===== src/rtl/ec_scalar_mul_ctrl_pkg.sv =====
// Shared definitions for the EC scalar-multiply controller: state encoding and default widths.
package ec_pkg;

    localparam int unsigned K_WIDTH_DEF  = 6;
    localparam int unsigned P_WIDTH_DEF  = 6;
    localparam int unsigned WDOG_CYC_DEF = 16;

    typedef enum logic [2:0] {
        IDLE,
        DBL,
        DWAIT,
        ADD,
        AWAIT,
        NEXT,
        DONE
    } ec_state_e;

endpackage


===== src/rtl/ec_scalar_mul_ctrl_if.sv =====
// Request/result and engine handshake bundle for ec_scalar_mul_ctrl.
// out_err exists only when EC_SM_WDOG_EN is defined.
interface ec_scalar_mul_ctrl_if
    import ec_pkg::*;
#(
    parameter int unsigned K_WIDTH = K_WIDTH_DEF,
    parameter int unsigned P_WIDTH = P_WIDTH_DEF
);
    logic               in_valid;
    logic [K_WIDTH-1:0] in_k;
    logic [P_WIDTH-1:0] in_Px;
    logic [P_WIDTH-1:0] in_Py;
    logic [P_WIDTH-1:0] in_prime;
    logic [P_WIDTH-1:0] in_a;
    logic               busy;
    logic               out_valid;
    logic [P_WIDTH-1:0] out_Rx;
    logic [P_WIDTH-1:0] out_Ry;
    logic               out_inf;
`ifdef EC_SM_WDOG_EN
    logic               out_err;
`endif
    logic               eng_in_valid;
    logic [P_WIDTH-1:0] eng_Px;
    logic [P_WIDTH-1:0] eng_Py;
    logic [P_WIDTH-1:0] eng_Qx;
    logic [P_WIDTH-1:0] eng_Qy;
    logic [P_WIDTH-1:0] eng_prime;
    logic [P_WIDTH-1:0] eng_a;
    logic               eng_out_valid;
    logic [P_WIDTH-1:0] eng_Rx;
    logic [P_WIDTH-1:0] eng_Ry;

    // master: requester plus engine side; slave: the controller
    modport master (
        output in_valid, in_k, in_Px, in_Py, in_prime, in_a,
        output eng_out_valid, eng_Rx, eng_Ry,
        input  busy, out_valid, out_Rx, out_Ry, out_inf,
`ifdef EC_SM_WDOG_EN
        input  out_err,
`endif
        input  eng_in_valid, eng_Px, eng_Py, eng_Qx, eng_Qy, eng_prime, eng_a
    );

    modport slave (
        input  in_valid, in_k, in_Px, in_Py, in_prime, in_a,
        input  eng_out_valid, eng_Rx, eng_Ry,
        output busy, out_valid, out_Rx, out_Ry, out_inf,
`ifdef EC_SM_WDOG_EN
        output out_err,
`endif
        output eng_in_valid, eng_Px, eng_Py, eng_Qx, eng_Qy, eng_prime, eng_a
    );

endinterface


===== src/rtl/ec_scalar_mul_ctrl_classify.sv =====
// Decides, for a doubling or an addition step, whether the engine is needed
// or the result is trivially infinity / the base point.
module ec_pt_classify
    import ec_pkg::*;
#(
    parameter int unsigned P_WIDTH = P_WIDTH_DEF
) (
    input  logic               is_add,
    input  logic               r_inf,
    input  logic [P_WIDTH-1:0] r_x,
    input  logic [P_WIDTH-1:0] r_y,
    input  logic [P_WIDTH-1:0] p_x,
    input  logic [P_WIDTH-1:0] p_y,
    output logic               use_engine,
    output logic               set_inf,
    output logic               load_p
);

    always_comb begin
        use_engine = 1'b0;
        set_inf    = 1'b0;
        load_p     = 1'b0;
        if (!is_add) begin
            if (!r_inf) begin
                if (r_y == '0) set_inf = 1'b1;
                else           use_engine = 1'b1;
            end
        end else begin
            // R == P with Py != 0 is a doubling of P; R == -P collapses to infinity
            if (r_inf)                          load_p     = 1'b1;
            else if (r_x != p_x)                use_engine = 1'b1;
            else if (r_y == p_y && p_y != '0)   use_engine = 1'b1;
            else                                set_inf    = 1'b1;
        end
    end

endmodule


===== src/rtl/ec_scalar_mul_ctrl.sv =====
// MSB-first double-and-add sequencer driving one shared EC point-op engine.
// Optional engine watchdog and out_err port: define EC_SM_WDOG_EN.
module ec_scalar_mul_ctrl
    import ec_pkg::*;
#(
    parameter int unsigned K_WIDTH  = K_WIDTH_DEF,
    parameter int unsigned P_WIDTH  = P_WIDTH_DEF
`ifdef EC_SM_WDOG_EN
   ,parameter int unsigned WDOG_CYC = WDOG_CYC_DEF
`endif
) (
    input logic                 clk,
    input logic                 rst_n,
    ec_scalar_mul_ctrl_if.slave bus
);

    localparam int unsigned I_W = (K_WIDTH > 1) ? $clog2(K_WIDTH) : 1;

    ec_state_e          state_q, state_d;
    logic [K_WIDTH-1:0] k_q, k_d;
    logic [P_WIDTH-1:0] px_q, px_d, py_q, py_d, prime_q, prime_d, a_q, a_d;
    logic [P_WIDTH-1:0] rx_q, rx_d, ry_q, ry_d;
    logic               r_inf_q, r_inf_d;
    logic [I_W-1:0]     i_q, i_d;
    logic               busy_q, busy_d;
    logic               out_valid_q, out_valid_d, out_inf_q, out_inf_d;
    logic [P_WIDTH-1:0] out_rx_q, out_rx_d, out_ry_q, out_ry_d;
    logic               eng_in_valid_q, eng_in_valid_d;
    logic [P_WIDTH-1:0] eng_px_q, eng_px_d, eng_py_q, eng_py_d;
    logic [P_WIDTH-1:0] eng_qx_q, eng_qx_d, eng_qy_q, eng_qy_d;
    logic               cls_use_engine, cls_set_inf, cls_load_p;
`ifdef EC_SM_WDOG_EN
    localparam int unsigned WDOG_W = $clog2(WDOG_CYC + 1);
    logic [WDOG_W-1:0]  wdog_q, wdog_d;
    logic               err_q, err_d, out_err_q, out_err_d;
`endif

    ec_pt_classify #(.P_WIDTH(P_WIDTH)) u_classify (
        .is_add     (state_q == ADD),
        .r_inf      (r_inf_q),
        .r_x        (rx_q),
        .r_y        (ry_q),
        .p_x        (px_q),
        .p_y        (py_q),
        .use_engine (cls_use_engine),
        .set_inf    (cls_set_inf),
        .load_p     (cls_load_p)
    );

    always_comb begin
        state_d        = state_q;
        k_d            = k_q;
        px_d           = px_q;
        py_d           = py_q;
        prime_d        = prime_q;
        a_d            = a_q;
        rx_d           = rx_q;
        ry_d           = ry_q;
        r_inf_d        = r_inf_q;
        i_d            = i_q;
        busy_d         = busy_q;
        out_valid_d    = 1'b0;
        out_rx_d       = '0;
        out_ry_d       = '0;
        out_inf_d      = 1'b0;
        eng_in_valid_d = 1'b0;
        eng_px_d       = eng_px_q;
        eng_py_d       = eng_py_q;
        eng_qx_d       = eng_qx_q;
        eng_qy_d       = eng_qy_q;
`ifdef EC_SM_WDOG_EN
        wdog_d         = wdog_q;
        err_d          = err_q;
        out_err_d      = 1'b0;
`endif
        unique case (state_q)
            IDLE: if (bus.in_valid) begin
                k_d     = bus.in_k;
                px_d    = bus.in_Px;
                py_d    = bus.in_Py;
                prime_d = bus.in_prime;
                a_d     = bus.in_a;
                i_d     = I_W'(K_WIDTH - 1);
                r_inf_d = 1'b1;
                busy_d  = 1'b1;
`ifdef EC_SM_WDOG_EN
                err_d   = 1'b0;
`endif
                state_d = DBL;
            end
            DBL, ADD: begin
                if (state_q == ADD && !k_q[i_q]) begin
                    state_d = NEXT;
                end else if (cls_load_p) begin
                    rx_d    = px_q;
                    ry_d    = py_q;
                    r_inf_d = 1'b0;
                    state_d = NEXT;
                end else if (cls_use_engine) begin
                    // operands stay on the bus until the engine answers
                    eng_in_valid_d = 1'b1;
                    eng_px_d       = rx_q;
                    eng_py_d       = ry_q;
                    eng_qx_d       = (state_q == DBL) ? rx_q : px_q;
                    eng_qy_d       = (state_q == DBL) ? ry_q : py_q;
`ifdef EC_SM_WDOG_EN
                    wdog_d         = '0;
`endif
                    state_d        = (state_q == DBL) ? DWAIT : AWAIT;
                end else begin
                    if (cls_set_inf) r_inf_d = 1'b1;
                    state_d = (state_q == DBL) ? ADD : NEXT;
                end
            end
            DWAIT, AWAIT: begin
                if (bus.eng_out_valid) begin
                    rx_d     = bus.eng_Rx;
                    ry_d     = bus.eng_Ry;
                    r_inf_d  = 1'b0;
                    eng_px_d = '0;
                    eng_py_d = '0;
                    eng_qx_d = '0;
                    eng_qy_d = '0;
                    state_d  = (state_q == DWAIT) ? ADD : NEXT;
                end
`ifdef EC_SM_WDOG_EN
                else if (wdog_q == WDOG_W'(WDOG_CYC - 1)) begin
                    err_d    = 1'b1;
                    eng_px_d = '0;
                    eng_py_d = '0;
                    eng_qx_d = '0;
                    eng_qy_d = '0;
                    state_d  = DONE;
                end else begin
                    wdog_d = wdog_q + 1'b1;
                end
`endif
            end
            NEXT: begin
                if (i_q == '0) begin
                    state_d = DONE;
                end else begin
                    i_d     = i_q - 1'b1;
                    state_d = DBL;
                end
            end
            DONE: begin
                out_valid_d = 1'b1;
                out_inf_d   = r_inf_q;
                out_rx_d    = r_inf_q ? '0 : rx_q;
                out_ry_d    = r_inf_q ? '0 : ry_q;
`ifdef EC_SM_WDOG_EN
                if (err_q) begin
                    out_inf_d = 1'b0;
                    out_rx_d  = '0;
                    out_ry_d  = '0;
                end
                out_err_d   = err_q;
`endif
                busy_d      = 1'b0;
                state_d     = IDLE;
            end
            default: state_d = IDLE;
        endcase
    end

    always_ff @(posedge clk or negedge rst_n) begin
        if (!rst_n) begin
            state_q        <= IDLE;
            k_q            <= '0;
            px_q           <= '0;
            py_q           <= '0;
            prime_q        <= '0;
            a_q            <= '0;
            rx_q           <= '0;
            ry_q           <= '0;
            r_inf_q        <= 1'b0;
            i_q            <= '0;
            busy_q         <= 1'b0;
            out_valid_q    <= 1'b0;
            out_rx_q       <= '0;
            out_ry_q       <= '0;
            out_inf_q      <= 1'b0;
            eng_in_valid_q <= 1'b0;
            eng_px_q       <= '0;
            eng_py_q       <= '0;
            eng_qx_q       <= '0;
            eng_qy_q       <= '0;
`ifdef EC_SM_WDOG_EN
            wdog_q         <= '0;
            err_q          <= 1'b0;
            out_err_q      <= 1'b0;
`endif
        end else begin
            state_q        <= state_d;
            k_q            <= k_d;
            px_q           <= px_d;
            py_q           <= py_d;
            prime_q        <= prime_d;
            a_q            <= a_d;
            rx_q           <= rx_d;
            ry_q           <= ry_d;
            r_inf_q        <= r_inf_d;
            i_q            <= i_d;
            busy_q         <= busy_d;
            out_valid_q    <= out_valid_d;
            out_rx_q       <= out_rx_d;
            out_ry_q       <= out_ry_d;
            out_inf_q      <= out_inf_d;
            eng_in_valid_q <= eng_in_valid_d;
            eng_px_q       <= eng_px_d;
            eng_py_q       <= eng_py_d;
            eng_qx_q       <= eng_qx_d;
            eng_qy_q       <= eng_qy_d;
`ifdef EC_SM_WDOG_EN
            wdog_q         <= wdog_d;
            err_q          <= err_d;
            out_err_q      <= out_err_d;
`endif
        end
    end

    assign bus.busy         = busy_q;
    assign bus.out_valid    = out_valid_q;
    assign bus.out_Rx       = out_rx_q;
    assign bus.out_Ry       = out_ry_q;
    assign bus.out_inf      = out_inf_q;
    assign bus.eng_in_valid = eng_in_valid_q;
    assign bus.eng_Px       = eng_px_q;
    assign bus.eng_Py       = eng_py_q;
    assign bus.eng_Qx       = eng_qx_q;
    assign bus.eng_Qy       = eng_qy_q;
    assign bus.eng_prime    = prime_q;
    assign bus.eng_a        = a_q;
`ifdef EC_SM_WDOG_EN
    assign bus.out_err      = out_err_q;
`endif

endmodule


===== src/flat_wrapper.sv =====
// flat-port wrapper written by rule: the top's interface ports become plain ports
module ec_scalar_mul_ctrl_flat import ec_pkg::*;
#(
    parameter int unsigned K_WIDTH  = K_WIDTH_DEF,
    parameter int unsigned P_WIDTH  = P_WIDTH_DEF

)
  (clk, rst_n, bus_in_valid, bus_in_k, bus_in_Px, bus_in_Py, bus_in_prime, bus_in_a, bus_eng_out_valid, bus_eng_Rx, bus_eng_Ry, bus_busy, bus_out_valid, bus_out_Rx, bus_out_Ry, bus_out_inf, bus_eng_in_valid, bus_eng_Px, bus_eng_Py, bus_eng_Qx, bus_eng_Qy, bus_eng_prime, bus_eng_a);
  ec_scalar_mul_ctrl_if #(.K_WIDTH(K_WIDTH), .P_WIDTH(P_WIDTH)) bus_i ();
  input logic clk;
  input logic rst_n;
  input wire logic [$bits(bus_i.in_valid)-1:0] bus_in_valid;
  input wire logic [$bits(bus_i.in_k)-1:0] bus_in_k;
  input wire logic [$bits(bus_i.in_Px)-1:0] bus_in_Px;
  input wire logic [$bits(bus_i.in_Py)-1:0] bus_in_Py;
  input wire logic [$bits(bus_i.in_prime)-1:0] bus_in_prime;
  input wire logic [$bits(bus_i.in_a)-1:0] bus_in_a;
  input wire logic [$bits(bus_i.eng_out_valid)-1:0] bus_eng_out_valid;
  input wire logic [$bits(bus_i.eng_Rx)-1:0] bus_eng_Rx;
  input wire logic [$bits(bus_i.eng_Ry)-1:0] bus_eng_Ry;
  output wire logic [$bits(bus_i.busy)-1:0] bus_busy;
  output wire logic [$bits(bus_i.out_valid)-1:0] bus_out_valid;
  output wire logic [$bits(bus_i.out_Rx)-1:0] bus_out_Rx;
  output wire logic [$bits(bus_i.out_Ry)-1:0] bus_out_Ry;
  output wire logic [$bits(bus_i.out_inf)-1:0] bus_out_inf;
  output wire logic [$bits(bus_i.eng_in_valid)-1:0] bus_eng_in_valid;
  output wire logic [$bits(bus_i.eng_Px)-1:0] bus_eng_Px;
  output wire logic [$bits(bus_i.eng_Py)-1:0] bus_eng_Py;
  output wire logic [$bits(bus_i.eng_Qx)-1:0] bus_eng_Qx;
  output wire logic [$bits(bus_i.eng_Qy)-1:0] bus_eng_Qy;
  output wire logic [$bits(bus_i.eng_prime)-1:0] bus_eng_prime;
  output wire logic [$bits(bus_i.eng_a)-1:0] bus_eng_a;
  assign bus_i.in_valid = bus_in_valid;
  assign bus_i.in_k = bus_in_k;
  assign bus_i.in_Px = bus_in_Px;
  assign bus_i.in_Py = bus_in_Py;
  assign bus_i.in_prime = bus_in_prime;
  assign bus_i.in_a = bus_in_a;
  assign bus_i.eng_out_valid = bus_eng_out_valid;
  assign bus_i.eng_Rx = bus_eng_Rx;
  assign bus_i.eng_Ry = bus_eng_Ry;
  assign bus_busy = bus_i.busy;
  assign bus_out_valid = bus_i.out_valid;
  assign bus_out_Rx = bus_i.out_Rx;
  assign bus_out_Ry = bus_i.out_Ry;
  assign bus_out_inf = bus_i.out_inf;
  assign bus_eng_in_valid = bus_i.eng_in_valid;
  assign bus_eng_Px = bus_i.eng_Px;
  assign bus_eng_Py = bus_i.eng_Py;
  assign bus_eng_Qx = bus_i.eng_Qx;
  assign bus_eng_Qy = bus_i.eng_Qy;
  assign bus_eng_prime = bus_i.eng_prime;
  assign bus_eng_a = bus_i.eng_a;
  ec_scalar_mul_ctrl #(.K_WIDTH(K_WIDTH), .P_WIDTH(P_WIDTH)) u_core (.clk(clk), .rst_n(rst_n), .bus(bus_i));
endmodule

===== config.mk =====
export PLATFORM = sky130hd
export DESIGN_NAME = ec_scalar_mul_ctrl_flat
export DESIGN_NICKNAME = d
export VERILOG_FILES = /design/src/rtl/ec_scalar_mul_ctrl_pkg.sv /design/src/rtl/ec_scalar_mul_ctrl_if.sv /design/src/rtl/ec_scalar_mul_ctrl_classify.sv /design/src/rtl/ec_scalar_mul_ctrl.sv /design/src/flat_wrapper.sv
export SDC_FILE = /design/constraint.sdc
export NUM_CORES = 1
export LEC_CHECK = 0
export ABC_AREA = 1
export CAP_MARGIN = 15
export CORE_UTILIZATION = 42
export DETAILED_ROUTE_END_ITERATION = 8
export GPL_ROUTABILITY_DRIVEN = 1
export GPL_TIMING_DRIVEN = 0
export PLACE_DENSITY = 0.72
export SYNTH_ARGS = -nofsm -noshare
export SYNTH_HDL_FRONTEND = slang
export SYNTH_SLANG_ARGS = --single-unit

===== constraint.sdc =====
create_clock -name clk -period 1.4 [get_ports clk]
set_input_delay 0.14 -clock clk [delete_from_list [all_inputs] [get_ports clk]]
set_output_delay 0.14 -clock clk [all_outputs]
set_load 0.1 [all_outputs]

==> flow_summary.ini, run 1 <==
[worst_setup_path]
reg2reg_depth = 11
critPathLaunchType = register
path_cells = inv_2 -> nand2_8 -> nor2_4 -> nor3_2 -> nor2_2 -> nand2_4 -> nand2_8 -> nand2_8 -> buf_4 -> nand2_1 -> nand2_1
crit_top_cell = nand2_8
cp_top_family = simple AND/OR/NAND/NOR gates
cp_max_fo = 5
cp-endpoint = u_core.bus.eng_Px[0]$_DFFE_PN0P_
endpoint_kind = register
path_class = reg -> reg
slowest_delay_ns = 0.43
crit_buf_inv = 2
cp.required_ns = 1.66
reg2reg_from = u_core.state_q[2]$_DFFE_PN0P_
r2r_setup_slack_ns = -0.39
cp.depth = 11
cpMaxStageDelayCell = dfrtp_1
reg2reg_to = u_core.bus.eng_Px[0]$_DFFE_PN0P_
crit_arrival_ns = 2.04
startpoint = u_core.state_q[2]$_DFFE_PN0P_

[routing]
viasPerCell = 5.09
drt_wl_total_um = 11900
wl_per_cell_um = 15.8
drc = 0
drtPass1Iterations = 5
postRouteAntennaNets = 0
drt_iter0_markers = 217
vias = 3823

[timing]
setup-tns-final_ns = -16.07
grt_setup_unrepaired = true
fin_ws_ns = -0.386
finalWorstPathRequiredPeriod_ns = 1.79
worst_pin_slew_ns = 0.594
slew_headroom_pct = 60.4
setup_violations = 72
timing.final.hold_violations = 0
fmax_ghz = 0.560
finalClockSkew_ns = 0.00615
fin_crit_sh_pct = 128
finalMaxSlewViolations = 0

[flow_run]
cap_violations = 0

[clocking]
cts_root_buf = clkbuf_8
cts.path.max_buffers = 2
clkTransAtPathRegs_ns = 0.09
numCtsBuffers = 9
htree_levels = 3
clk-insertion-delay-late_ns = 0.36
cts.sinks = 89
cts_tree = built

[floorplan]
fp.dieH_um = 101
core_area_sq_um = 9420
die_x_um = 101
dieArea_sq_um = 10300
initial_core_util_pct = 44.0
num_rows = 35
io_pins = 98

[grt]
antenna_found_initial = 0
grtUsageTotal_pct = 24.7
gr-total-overflow = 0
grt_start_max_net_pins = 46
grt_pass1_wl_um = 19400
grt_pass1_vias = 3930

[run_status]
status = complete, but fails checks
violations = negative setup slack

[synthesis]
synth_top_family_by_area = simple AND/OR/NAND/NOR gates
yosys_warnings = 0
synth_cell_types = 28
synth_compound_area_share_pct = 8.72
syn_area_sq_um = 4150
avgSynthCellArea_sq_um = 8.64
synth_xor_area_share_pct = 0.211
syn_inst = 480
synthMuxAreaShare_pct = 4.35
synth_fa_ha_area_share_pct = 0.604
synth-simple-area-share_pct = 25.6
synth-edff-count = 0
async_reset_ff_share_pct = 100
ys_seq_area_share_pct = 53.7
ys.flop_type = dfrtp_1
syn-num-nets = 528
synth-seq-cells = 89

[placement]
place_congestion = 0.825
io_buffer_count = 97
place_ws_ns = -0.506
dp_hpwl_um = 7800

[final_layout]
final_cell_mix = 94 x nand2_1, 87 x dfrtp_1, 63 x nor2_1, 48 x buf_2, 44 x clkdlybuf4s50_1
nets = 665
final_common_cell = nand2_1
final_layout_size_suffix_gt1_share_pct = 36.8
synthToLayoutAreaGrowth_pct = 44.5
num_antenna_cells = 0

[worst_hold_path]
worstHoldPathType = in -> async
metrics by stage:
stage | instance area [sq um] | hold WS (ns) | std cells | util, %
finish | 5990 | 0.329 | 751 | 63.6
global route | 5990 | 0.381 | 751 | 63.6
CTS | 5830 | 0.349 | 745 | 62.0
detailed placement | 5310 | 0.187 | 707 | 56.4
global placement | 5290 | 0.454 | 706 | 56.2
floorplan | 4160 | -0.156 | 480 | -
final cells by class:
class                           instances  area, sq um
Inverter                               39          153
Tap cell                              129          161
Buffer                                 22          246
Fill cell                             783         3420
Multi-Input combinational cell        330         1930
Sequential cell                        89         2230
Clock inverter                          6         67.6
Clock buffer                           10          128
Timing Repair Buffer                  126         1070
per-layer routing:
layer | track usage, % | up-vias | wire, um
li1 | - | 1819 | -
met1 | 31.2 | 1830 | 5050
met2 | 40.8 | 154 | 5890
met3 | 5.24 | 20 | 770
met4 | 11.5 | 0 | 189
met5 | 0 | - | 0
worst reg2reg max path, delay by kind of cell, from the launching register on:
kind          cells  cell delay (ns)
buf+inv           2             0.30
simple gates      9             0.96
flops             1             0.43
worst min path at each step:
stage	to	cells after the start	slack [ns]	start
final	u_core.ry_q[3]$_DFFE_PN0P_	2	0.33	rst_n
after global routing	u_core.bus.eng_prime[0]$_DFFE_PN0P_	2	0.38	bus_in_prime[0]
after CTS	u_core.bus.eng_Qy[2]$_DFFE_PN0P_	2	0.35	rst_n
after detailed placement	u_core.bus.eng_Qy[2]$_DFFE_PN0P_	1	0.19	rst_n
after global placement	u_core.bus.eng_Qy[4]$_DFFE_PN0P_	2	0.45	u_core.bus.eng_Qy[4]$_DFFE_PN0P_
after floorplan	u_core.bus.busy$_DFFE_PN0P_	0	-0.16	rst_n
synthesized netlist by cell type, types with 2 or more instances:
cell type  count  area (sq um)
a211oi_1      12          90.1
a21oi_1       18          90.1
buf_2         10          50.1
buf_4          3          22.5
buf_6          4          45.0
clkbuf_1       5          18.8
dfrtp_1       89          2230
ha_1           2          25.0
inv_1         37           139
inv_2          2          7.51
mux2_2        16           180
nand2_1      128           480
nand2_2        4          25.0
nand2_4        3          33.8
nand3_1       35           175
nand4_1        2          12.5
nor2_1        67           251
nor2_4         2          22.5
nor3_1         4          20.0
o21ai_0       20           100
o21ai_1        4          20.0
o21ai_2        7          61.3
timing repair:
item	in CTS	in global routing
pin swaps	8	9
hold buffers	1	0
gates cloned	6	2
endpoints found under the setup margin	136	99
gates resized for setup	314	93
setup buffers	15	5
endpoints found under the hold margin	44	0
cells by family after synthesis:
family | after synthesis
AOI/OAI and AO/OA | 61
xor gates and xnor gates | 1
adders and majority gates | 2
buffers and inverters | 61
DFF | 89
muxes | 16
and+or+nand+nor | 250
Power of run 1 is left out: the tool's default activity adds up to more than one toggle a clock period on the data nets, which glitch-free logic cannot reach.
==> run 2, diff against run 1 <==
--- a/config.mk
+++ b/config.mk
@@ -9,9 +9,10 @@
 export CAP_MARGIN = 15
 export CORE_UTILIZATION = 42
 export DETAILED_ROUTE_END_ITERATION = 8
+export DONT_BUFFER_PORTS = 1
 export GPL_ROUTABILITY_DRIVEN = 1
 export GPL_TIMING_DRIVEN = 0
-export PLACE_DENSITY = 0.72
+export PLACE_DENSITY = 0.59
 export SYNTH_ARGS = -nofsm -noshare
 export SYNTH_HDL_FRONTEND = slang
 export SYNTH_SLANG_ARGS = --single-unit
==> run 2 against run 1 <==
Against the previous run: the run ends with negative hold slack, negative setup slack left; global-route usage fell by 2.0 points; sequential share of layout area rose by 5.3 points; die area did not move; setup slack improved by 0.12 ns; first-iteration DRC count fell by 27%; count of clock-buffer cells in the layout fell by 1; utilization fell by 6.4 points.
==> flow_summary.ini, run 2 (same netlist as run 1, synthesis figures left out) <==
[run_status]
status = complete, but fails checks
violations = negative hold slack, negative setup slack

[worst_setup_path]
crit_arrival_ns = 1.92
cpMaxStageDelayCell = dfrtp_1
path_cells = inv_2 -> nand2_4 -> nor2_4 -> nor3_1 -> nor2_1 -> nand2_2 -> nand2_4 -> nand2_4 -> buf_4 -> nand2_1 -> nand2_1
cp_max_fo = 4
cp.required_ns = 1.66
slowest_delay_ns = 0.41
crit_buf_inv = 2
endpoint_kind = register
critPathLaunchType = register
reg2reg_from = u_core.state_q[2]$_DFFE_PN0P_
startpoint = u_core.state_q[2]$_DFFE_PN0P_
path_class = reg -> reg
crit_top_cell = nand2_4
cp_top_family = simple AND/OR/NAND/NOR gates

[routing]
postRouteAntennaNets = 0
drt_iter0_markers = 159
vias = 3461
drt-met1-wl_um = 4480
met3_length_um = 867
drc = 0
drt_wl_total_um = 11000
drtPass1Iterations = 6
dr.max_layer_used = met4
viasPerCell = 5.09
wl_per_cell_um = 16.2
met2_wirelength_um = 5520

[clocking]
cts_root_buf = clkbuf_8
numCtsBuffers = 9
clk-insertion-delay-late_ns = 0.36
clkTransAtPathRegs_ns = 0.09
htree_levels = 3
cts.path.max_buffers = 2
cts-hold-fix-buffers = 34
cts.sinks = 89
cts_tree = built

[placement]
io_buffer_count = 0
dp_hpwl_um = 7320
place_congestion = 0.862

[timing]
finalWorstPathRequiredPeriod_ns = 1.67
finalMaxSlewViolations = 0
fin_ws_ns = -0.267
fin_crit_sh_pct = 119
fmax_ghz = 0.600
worst_pin_slew_ns = 0.500
grt_setup_unrepaired = true
finalClockSkew_ns = 0.00921
slew_headroom_pct = 66.7
setup_violations = 38
worst_hold_slack_ns = -0.535
timing.final.hold_violations = 89

[floorplan]
die_x_um = 101
num_rows = 35
fp.dieH_um = 101
io_pins = 98
core_area_sq_um = 9420
initial_core_util_pct = 44.0
dieArea_sq_um = 10300

[worst_hold_path]
worstHoldPathType = in -> async

[final_layout]
nets = 594
fill_cells = 855
num_antenna_cells = 0
final_common_cell = nand2_1
final_cell_mix = 115 x nand2_1, 60 x nor2_1, 54 x dfrtp_2, 35 x nand3_1, 35 x dfrtp_1
synthToLayoutAreaGrowth_pct = 30.1
final_layout_size_suffix_gt1_share_pct = 37.6

[grt]
gr-total-overflow = 0
antenna_found_initial = 0
grt_pass1_wl_um = 17500
grtUsageTotal_pct = 22.7
grt_start_max_net_pins = 90
grt_pass1_vias = 3604

[flow_run]
cap_violations = 0
[run 2: changes by cell type in the layout (fill, tap and decap cells not counted), sizes merged]
cell / change
buf: -53
clkdlybuf4s50: -44
dlygate4sd3: +33
clkdlybuf4s18: -4
bufbuf: -2
clkbuf: -2
clkinv: +2
clkinvlp: -1
[run 2: path summary, 6_finish.rpt]
| path | depth (start not counted) | to | slack [ns] |
|---|---|---|---|
| setup / recovery | 11 | u_core.bus.eng_Px[2]$_DFFE_PN0P_ | -0.27 |
| hold / removal | 0 | u_core.bus.eng_Py[0]$_DFFE_PN0P_ | -0.53 |
| setup reg to reg | 11 | u_core.bus.eng_Px[2]$_DFFE_PN0P_ | -0.27 |
| hold reg to reg | 1 | u_core.k_q[0]$_DFFE_PN0P_ | 0.51 |
| max in group asynchronous | 0 | u_core.bus.out_Rx[1]$_DFF_PN0_ | 1.76 |
| min in group clk | 4 | u_core.ry_q[3]$_DFFE_PN0P_ | 0.02 |
[run 2: cell type report]
cell class	instances	area, sq um	area share [%]
buffer	21	218	4.04
clock buffer	9	124	2.30
clock inverter	7	70.1	1.30
inverter	39	150	2.78
multi-input combinational	330	1850	34.3
sequential	89	2290	42.6
tap	129	161	2.99
timing repair buffer	56	524	9.72
[run 2: repair_timing]
action / in CTS / in global routing
gates cloned: 3 / 0
setup buffers: 15 / 4
pin swaps: 11 / 5
endpoints found under the hold margin: 123 / 89
setup endpoints to repair: 135 / 85
resized for setup: 106 / 58
[run 2: per-stage QoR]
stage | TNS, ns | utilization, % | instance area (sq um) | setup slack (ns) | std cells
floorplan | -2.08 | - | 4160 | -0.0794 | 480
global placement | -16.24 | 45.9 | 4320 | -0.566 | 609
detailed placement | -17.64 | 45.9 | 4320 | -0.572 | 609
CTS | -9.31 | 55.4 | 5210 | -0.271 | 677
global route | -13.39 | 57.3 | 5390 | -0.393 | 680
finish | -8.96 | 57.3 | 5390 | -0.267 | 680
[run 2: worst register-to-register path, stage by stage, from the launching register on]
cell and delay (ns):
dfrtp_1 0.41, inv_2 0.11, nand2_4 0.08, nor2_4 0.14, nor3_1 0.09, nor2_1 0.15, nand2_2 0.10, nand2_4 0.12
nand2_4 0.08, buf_4 0.17, nand2_1 0.06, nand2_1 0.05
[run 2: routing by layer]
layer,track usage [%],up-vias
met5,0,-
met4,7.02,0
met3,6.14,14
met2,38.2,128
met1,28.5,1652
li1,-,1667
Power of run 2 is left out for the same reason.
==> run 3, diff against run 2 <==
--- a/config.mk
+++ b/config.mk
@@ -12,7 +12,7 @@
 export DONT_BUFFER_PORTS = 1
 export GPL_ROUTABILITY_DRIVEN = 1
 export GPL_TIMING_DRIVEN = 0
-export PLACE_DENSITY = 0.59
+export PLACE_DENSITY = 0.56
 export SYNTH_ARGS = -nofsm -noshare
 export SYNTH_HDL_FRONTEND = slang
 export SYNTH_SLANG_ARGS = --single-unit
==> constraint.sdc (replaced) <==
create_clock -name clk -period 2.2 [get_ports clk]
set_input_delay 0.22 -clock clk [delete_from_list [all_inputs] [get_ports clk]]
set_output_delay 0.22 -clock clk [all_outputs]
set_load 0.1 [all_outputs]
==> run 3 against run 2 <==
Against the previous run: the flow finishes with violations (negative hold slack); count of clock-buffer cells in the layout is 1 higher; non-clock buffer count down 38; sequential share of layout area increased by 5.3 points; die area unchanged; critical path depth fell by 3; design area decreased by 14%; register-to-register slack improved by 0.44 ns; largest cell class unchanged.
==> flow_summary.ini, run 3 (same netlist as run 1, synthesis figures left out) <==
[clocking]
htree_levels = 3
numCtsBuffers = 9
cts_setup_buffers = 0
clkTransAtPathRegs_ns = 0.09
post_cts_resized = 0
cts_root_buf = clkbuf_8
cts.path.max_buffers = 2
cts_tree = built
clk-insertion-delay-late_ns = 0.36
cts-hold-fix-buffers = 15
cts.sinks = 89

[worst_setup_path]
path_class = reg -> reg
cp.required_ns = 2.50
slowest_delay_ns = 0.47
cp_top_family = buffers and inverters
endpoint_kind = register
cp_max_fo = 10
path_cells = inv_2 -> nand2_4 -> inv_1 -> nand2_2 -> clkbuf_1 -> a211oi_1 -> nand3_1 -> nand2_1
crit_arrival_ns = 2.33
cpMaxStageDelayCell = a211oi_1
crit_buf_inv = 3
critPathLaunchType = register

[grt]
grt_start_max_net_pins = 90
antenna_found_initial = 0
grt_pass1_wl_um = 16400
grtUsageTotal_pct = 21.4
gr-total-overflow = 0
grt_pass1_vias = 3250

[floorplan]
io_pins = 98
initial_core_util_pct = 44.0
dieArea_sq_um = 10300
num_rows = 35
fp.dieH_um = 101
die_x_um = 101
core_area_sq_um = 9420

[run_status]
violations = negative hold slack
status = complete, but fails checks

[final_layout]
nets = 556
fill_cells = 922
num_antenna_cells = 0
final_common_cell = nand2_1
synthToLayoutAreaGrowth_pct = 12.3
final_layout_size_suffix_gt1_share_pct = 13.5
final_cell_mix = 128 x nand2_1, 89 x dfrtp_1, 67 x nor2_1, 37 x inv_1, 35 x nand3_1

[worst_hold_path]
worstHoldPathType = in -> async

[flow_run]
cap_violations = 0

[routing]
drt_iter0_markers = 104
drtPass1Iterations = 4
viasPerCell = 4.99
vias = 3202
wl_per_cell_um = 15.8
drt_wl_total_um = 10100
postRouteAntennaNets = 0
drc = 0

[timing]
fmax_ghz = 0.493
worst_hold_slack_ns = -0.458
worst_pin_slew_ns = 0.909
setup-tns-final_ns = 0
fin_crit_sh_pct = 92.2
finalMaxSlewViolations = 0
slew_headroom_pct = 39.4
grt_setup_unrepaired = false
timing.final.hold_violations = 89
finalWorstPathRequiredPeriod_ns = 2.03
setup_violations = 0
finalClockSkew_ns = 0.0109

[placement]
place_congestion = 0.873
io_buffer_count = 0
dp_hpwl_um = 7220
-- run 3: cell count changes in the layout (fill, tap and decap cells not counted), moves of 13 or more --
cell and delta:
dlygate4sd3_1 -17, buf_4 -22, inv_1 +13, dfrtp_2 -54, nand2_1 +13, dfrtp_1 +54
-- run 3: final timing paths --
kind                                               start                                to  slack, ns  cells after the start
setup / recovery           u_core.state_q[2]$_DFFE_PN0P_  u_core.bus.eng_Qx[5]$_DFFE_PN0P_       0.17                      8
hold / removal                                     rst_n  u_core.bus.eng_Qy[3]$_DFFE_PN0P_      -0.46                      0
setup reg to reg           u_core.state_q[2]$_DFFE_PN0P_  u_core.bus.eng_Qx[5]$_DFFE_PN0P_       0.17                      8
hold reg to reg                u_core.k_q[0]$_DFFE_PN0P_         u_core.k_q[0]$_DFFE_PN0P_       0.51                      1
max in group asynchronous                          rst_n        u_core.px_q[2]$_DFFE_PN0P_       2.45                      0
min in group clk                            bus_in_Py[5]        u_core.py_q[5]$_DFFE_PN0P_       0.02                      2
-- run 3: area by class of cell --
| class | count | area (sq um) | share of cell area, % |
|---|---|---|---|
| tap | 129 | 161 | 3.47 |
| buffer | 22 | 136 | 2.93 |
| multi-input combinational | 330 | 1640 | 35.1 |
| clock buffer | 10 | 128 | 2.74 |
| sequential | 89 | 2230 | 47.8 |
| timing repair buffer | 17 | 170 | 3.65 |
| inverter | 39 | 146 | 3.14 |
| clock inverter | 6 | 51.3 | 1.10 |
-- run 3: layer usage --
layer | vias to the layer above | GRT usage [%] | share of wire [%]
met5 | - | 0 | 0
met4 | 0 | 5.91 | 0.76
met3 | 5 | 6.76 | 6.9
met2 | 98 | 35.7 | 48
met1 | 1510 | 26.8 | 44
li1 | 1589 | - | -
-- run 3: per-stage QoR --
stage,hold WS [ns],setup slack (ns),instance area (sq um),utilization [%],std cells
after floorplan,-0.0756,0.702,4150,-,480
after global placement,-0.0716,0.269,4310,45.8,609
after detailed placement,-0.0727,0.265,4310,45.8,609
after CTS,-0.473,0.233,4640,49.2,640
after global routing,-0.484,0.0869,4660,49.5,642
final,-0.458,0.173,4660,49.5,642
Power of run 3 is left out for the same reason.
